<file path="config.mk">
export PLATFORM = sky130hd
export DESIGN_NAME = dbnc_scan_ctrl
export DESIGN_NICKNAME = d
export VERILOG_FILES = /design/src/rtl/dbnc_scan_ctrl.sv
export SDC_FILE = /design/constraint.sdc
export NUM_CORES = 1
export LEC_CHECK = 0
export ABC_AREA = 1
export BUFFER_PORTS_ARGS = -buffer_cell sky130_fd_sc_hd__buf_4
export CAP_MARGIN = 40
export CELL_PAD_IN_SITES_DETAIL_PLACEMENT = 1
export CELL_PAD_IN_SITES_GLOBAL_PLACEMENT = 1
export CORE_AREA = 5 5 79 81
export CTS_CLUSTER_DIAMETER = 120
export DETAILED_ROUTE_END_ITERATION = 8
export DIE_AREA = 0 0 84 86
export PLACE_DENSITY_LB_ADDON = 0.1
export SLEW_MARGIN = 20
export SYNTH_ARGS = -nofsm -noshare
export SYNTH_HDL_FRONTEND = slang
export SYNTH_SLANG_ARGS = --single-unit
export TNS_END_PERCENT = 1
</file>
<file path="constraint.sdc">
create_clock -name clk -period 1.9 [get_ports clk]
set_input_delay 0.19 -clock clk [delete_from_list [all_inputs] [get_ports clk]]
set_output_delay 0.19 -clock clk [all_outputs]
set_load 0.03 [all_outputs]
</file>
<file path="src/rtl/dbnc_scan_ctrl.sv">
// Time-multiplexed debouncer: one shared stability counter qualifies changed inputs in round-robin order.
// Optional DBNC_SYNC_EN inserts a 2-flop synchroniser per input ahead of the mismatch compare.
module dbnc_scan_ctrl #(
  parameter int unsigned N       = 4,
  parameter int unsigned CNT_MAX = 100000,
  parameter int unsigned CNT_W   = 17
) (
  input  logic                                clk,
  input  logic                                rst,
  input  logic [N-1:0]                        btn_in,
  output logic [N-1:0]                        btn_level,
  output logic [N-1:0]                        btn_press,
  output logic [N-1:0]                        btn_release,
  output logic                                busy,
  output logic [((N > 1) ? $clog2(N) : 1)-1:0] cur_idx
);

  localparam int unsigned IDX_W = (N > 1) ? $clog2(N) : 1;

  typedef enum logic [1:0] {
    S_IDLE   = 2'd0,
    S_COUNT  = 2'd1,
    S_COMMIT = 2'd2
  } state_e;

  state_e             state_q, state_d;
  logic [CNT_W-1:0]   cnt_q, cnt_d;
  logic [IDX_W-1:0]   ptr_q, ptr_d;
  logic [IDX_W-1:0]   idx_q, idx_d;
  logic [N-1:0]       level_q, level_d;
  logic [N-1:0]       press_q, press_d;
  logic [N-1:0]       release_q, release_d;
  logic               busy_q, busy_d;
  logic [N-1:0]       samp;
  logic [N-1:0]       mis;
  logic               grant_found;
  logic [IDX_W-1:0]   grant_idx;

`ifdef DBNC_SYNC_EN
  logic [N-1:0] sync1_q, sync2_q;

  always_ff @(posedge clk or posedge rst) begin
    if (rst) begin
      sync1_q <= '0;
      sync2_q <= '0;
    end else begin
      sync1_q <= btn_in;
      sync2_q <= sync1_q;
    end
  end

  assign samp = sync2_q;
`else
  assign samp = btn_in;
`endif

  assign mis = samp ^ level_q;

  // Round-robin search starting just after the last serviced index.
  always_comb begin
    grant_found = 1'b0;
    grant_idx   = '0;
    for (int unsigned k = 1; k <= N; k++) begin
      if (!grant_found && mis[IDX_W'((32'(ptr_q) + k) % N)]) begin
        grant_found = 1'b1;
        grant_idx   = IDX_W'((32'(ptr_q) + k) % N);
      end
    end
  end

  always_comb begin
    state_d   = state_q;
    cnt_d     = cnt_q;
    ptr_d     = ptr_q;
    idx_d     = idx_q;
    level_d   = level_q;
    press_d   = '0;
    release_d = '0;
    case (state_q)
      S_IDLE: begin
        if (grant_found) begin
          idx_d   = grant_idx;
          cnt_d   = '0;
          state_d = S_COUNT;
        end
      end
      S_COUNT: begin
        if (!mis[idx_q]) begin
          cnt_d   = '0;
          ptr_d   = idx_q;
          state_d = S_IDLE;
        end else if (cnt_q == CNT_W'(CNT_MAX - 1)) begin
          state_d = S_COMMIT;
        end else begin
          cnt_d = cnt_q + CNT_W'(1);
        end
      end
      S_COMMIT: begin
        level_d[idx_q]   = ~level_q[idx_q];
        press_d[idx_q]   = ~level_q[idx_q];
        release_d[idx_q] = level_q[idx_q];
        ptr_d            = idx_q;
        cnt_d            = '0;
        state_d          = S_IDLE;
      end
      default: begin
        cnt_d   = '0;
        state_d = S_IDLE;
      end
    endcase
    busy_d = (state_d != S_IDLE);
  end

  always_ff @(posedge clk or posedge rst) begin
    if (rst) begin
      state_q   <= S_IDLE;
      cnt_q     <= '0;
      ptr_q     <= IDX_W'(N - 1);
      idx_q     <= '0;
      level_q   <= '0;
      press_q   <= '0;
      release_q <= '0;
      busy_q    <= 1'b0;
    end else begin
      state_q   <= state_d;
      cnt_q     <= cnt_d;
      ptr_q     <= ptr_d;
      idx_q     <= idx_d;
      level_q   <= level_d;
      press_q   <= press_d;
      release_q <= release_d;
      busy_q    <= busy_d;
    end
  end

  assign btn_level   = level_q;
  assign btn_press   = press_q;
  assign btn_release = release_q;
  assign busy        = busy_q;
  assign cur_idx     = idx_q;

endmodule
</file>
==> flow_summary_export.csv <==
group,metric,value,unit
setup_path,path_common_cell,"nand2_4",
logic_synthesis,yosys_warnings,0,
logic_synthesis,syn_nets,328,
setup_path,cp-start-kind,"register",
clocking,cts_root_buf,"clkbuf_8",
pwr,p_int,1.84,mW
clocking,holdBufCountCts,0,
cells_and_area,fin_cells,460,
sta,min_period,1.88,ns
setup_path,crit_required,2.14,ns
die,num_rows,27,
sta,tightestPinTransition,0.480,ns
cells_and_area,syn_to_final_growth,31.8,%
global_route,grt_max_degree,37,
setup_path,path_buf_inv,1,
sta,min_period_over_period,99.2,%
logic_synthesis,synth_area,0.00224,mm²
clocking,clockBufferDepth,2,
die,start_util,41.4,%
setup_path,path_cells,"clkinv_4, nand3_1, nand3_4, nand2_4, nand2_4, nor2_4, nand3_4, nand2_4, nand2_1, nand2_1",
logic_synthesis,synth_flop_cell,"dfrtp_1",
placement,hpwl,5210,µm
outcome,status,"finished, final reports clean",
setup_path,crit_family,"simple AND/OR/NAND/NOR gates",
sta,rsz0062_at_grt,"yes",
pwr,power_density,1160,mW/mm²
clocking,clk_pin_slew,0.08,ns
logic_synthesis,yosysTopAreaCell,"dfrtp_1",
logic_synthesis,ys_seq_area_share,40.3,%
logic_synthesis,syn_avg_cell_area,6.98,µm²
logic_synthesis,syn_inst,321,
cells_and_area,nets,394,
die,die_w,84,µm
sta,postLayoutSetupSlackWorst,0.0154,ns
sta,slew_headroom,68.0,%
route,dr.pass1.iters,4,
sta,setup_viol,0,
sta,slew_viol_final,0,
clocking,cts_num_sinks,36,
route,wire_per_inst,16.1,µm
logic_synthesis,async_flop_share,100,%
route,detail-route-antenna-nets,0,
die,dieArea,0.00722,mm²
die,dieHeight,86,µm
route,vias,2416,
placement,gp_congestion,0.882,
setup_path,slowest_delay,0.59,ns
pwr,vdd_drop_max,0.474,mV
placement,pre_cts_slack,-0.0156,ns
pwr,p_comb_share,55.2,%
global_route,gr-total-overflow,0,
route,routed_via_density,5.25,
pwr,pwr-share-seq,28.1,%
pwr,pwr-share-clk,16.7,%
setup_path,cp.arrival,2.12,ns
sta,hold_viol_final,0,
route,drtIter0Drc,72,
global_route,gr-usage-all-layers,20.1,%
die,core,0.00541,mm²
pwr,power.leakage,1.50,nW
global_route,grt_pass1_wl,11700,µm
cells_and_area,fin_util,54.6,%
clocking,cts_made_buffers,5,
die,ioPinCount,21,
logic_synthesis,yosysMostFrequentCell,"nand2_1",
logic_synthesis,synth_edf_count,0,
pwr,p_switching,1.58,mW
clocking,clk_latency,0.29,ns
clocking,ctsHtreeMaxLevel,2,
setup_path,critPathSlowestCell,"dfstp_2",
worst_hold_path,hp-class,"in -> async",
setup_path,path_class,"reg -> reg",
pwr,swShare,46.1,%
route,routed_wl,7410,µm
setup_path,endpoint_kind,"register",
global_route,antenna_found_initial,0,
cells_and_area,antenna_cells,0,
placement,port_buffers,20,
logic_synthesis,yosys-top-cells-count,"104 x nand2_1, 38 x nand3_1, 35 x inv_1",
job,drv_cap,0,
sta,finalSetupTns,0,ns
logic_synthesis,yosysTopAreaCellShare,38.0,%
logic_synthesis,synth_seq_cells,36,
global_route,grt_pass1_vias,2430,
clocking,cts_tree,"yes",
pwr,p_total,3.42,mW
sta,max_clock_freq,531,MHz
sta,clock_skew,0.00556,ns
logic_synthesis,synthDistinctLibCells,26,
setup_path,crit_fanout,7,
logic_synthesis,synthTopCellsByArea,"dfrtp_1 38%, nand2_1 17%, nand3_1 8.5%, inv_1 5.9%, nor2_1 5.5%",
route,drc,0,
cells_and_area,layout-drive-gt1-share,26.0,%
placement,dpl.cell_count,439,
-- cell families (layout without fill, tap and decap cells) --
| group | Yosys count | in the layout | synth area share, % |
|---|---|---|---|
| flops | 36 | 36 | 40.3 |
| xor+xnor | 4 | 4 | 1.56 |
| compound gates | 17 | 17 | 4.02 |
| simple gates | 223 | 226 | 46.4 |
| buf+inv | 40 | 104 | 7.09 |
| fa+ha+maj | 1 | 1 | 0.559 |
-- sequential cells by signal, summed over array words and instances (netlist names) --
name	cells
btn_level	4
btn_press	4
btn_release	4
busy	1
cnt_q	17
cur_idx	2
ptr_q	2
state_q	2
-- layout by cell type (no fill, tap or decap) --
cell type,count
nand2_1,98
dfrtp_1,34
nand3b_1,1
o21ai_1,2
nand2_8,2
nor3_2,1
xor2_1,4
nand2_4,6
ha_2,1
buf_6,1
nand4_1,19
nor2_4,3
nor2_2,1
buf_4,56
nor3_1,10
inv_2,3
or2_2,3
nor4_1,1
nand2_2,7
nand3_1,36
nand3_4,2
o21ai_0,7
dfstp_2,2
o21bai_1,2
clkbuf_8,5
nand3_2,3
clkinv_4,2
nor2_1,32
and3b_1,1
clkinv_2,2
a21oi_1,6
inv_4,1
inv_1,34
-- final cells by class --
type / count / area [µm²]
Fill cell: 716 / 2450
Multi-Input combinational cell: 248 / 1280
Sequential cell: 36 / 903
Timing Repair Buffer: 57 / 432
Inverter: 39 / 154
Tap cell: 72 / 90.1
Clock buffer: 5 / 68.8
Clock inverter: 3 / 18.8
-- routing by layer --
layer  vias up  global-route usage (%)  routed length [µm]
met2        35                    39.1                4020
met5         -                       0                   0
li1       1185                       -                   -
met4         0                    4.68                 181
met1      1179                    23.1                3040
met3        17                    3.07                 169
-- worst register-to-register path, cell delays in order (launching register included) --
cell and delay, ns:
dfstp_2 0.59, clkinv_4 0.11, nand3_1 0.22, nand3_4 0.11, nand2_4 0.11, nand2_4 0.06
nor2_4 0.15, nand3_4 0.20, nand2_4 0.17, nand2_1 0.06, nand2_1 0.06
-- power groups by stage --
stage | Sequential (mW) | Clock (mW) | Combinational, mW
after global placement | 0.966 | 0 | 1.46
after detailed placement | 0.969 | 0 | 1.49
final | 0.961 | 0.572 | 1.89
after global routing | 0.976 | 0.620 | 2.07
after CTS | 0.955 | 0.587 | 1.52
after floorplan | 1.02 | 0 | 0.867
-- what timing repair did --
item	4_1_cts	5_1_grt
setup buffers	0	10
setup endpoints to repair	17	22
gates cloned	0	3
resized for setup	1	23
pin swaps	0	8
-- worst paths after layout --
| check | slack [ns] | depth (start not counted) | to | start |
|---|---|---|---|---|
| hold reg to reg | 0.52 | 2 | cnt_q[16] | cnt_q[16] |
| hold / removal | 0.007 | 3 | cnt_q[9] | rst |
| setup reg to reg | 0.02 | 10 | cnt_q[9] | ptr_q[0] |
| min in group clk | 0.52 | 2 | cnt_q[16] | cnt_q[16] |
| setup / recovery | 0.02 | 10 | cnt_q[9] | ptr_q[0] |
| max in group asynchronous | 1.54 | 3 | ptr_q[1] | rst |
-- per-stage QoR --
step,instance area (µm²),hold WS (ns)
after floorplan,2240,0.356
after global placement,2670,0.333
after detailed placement,2670,0.349
final,2950,0.00746
after CTS,2770,0.0210
after global routing,2950,0.0613
Power figures use the tool's default switching activity.
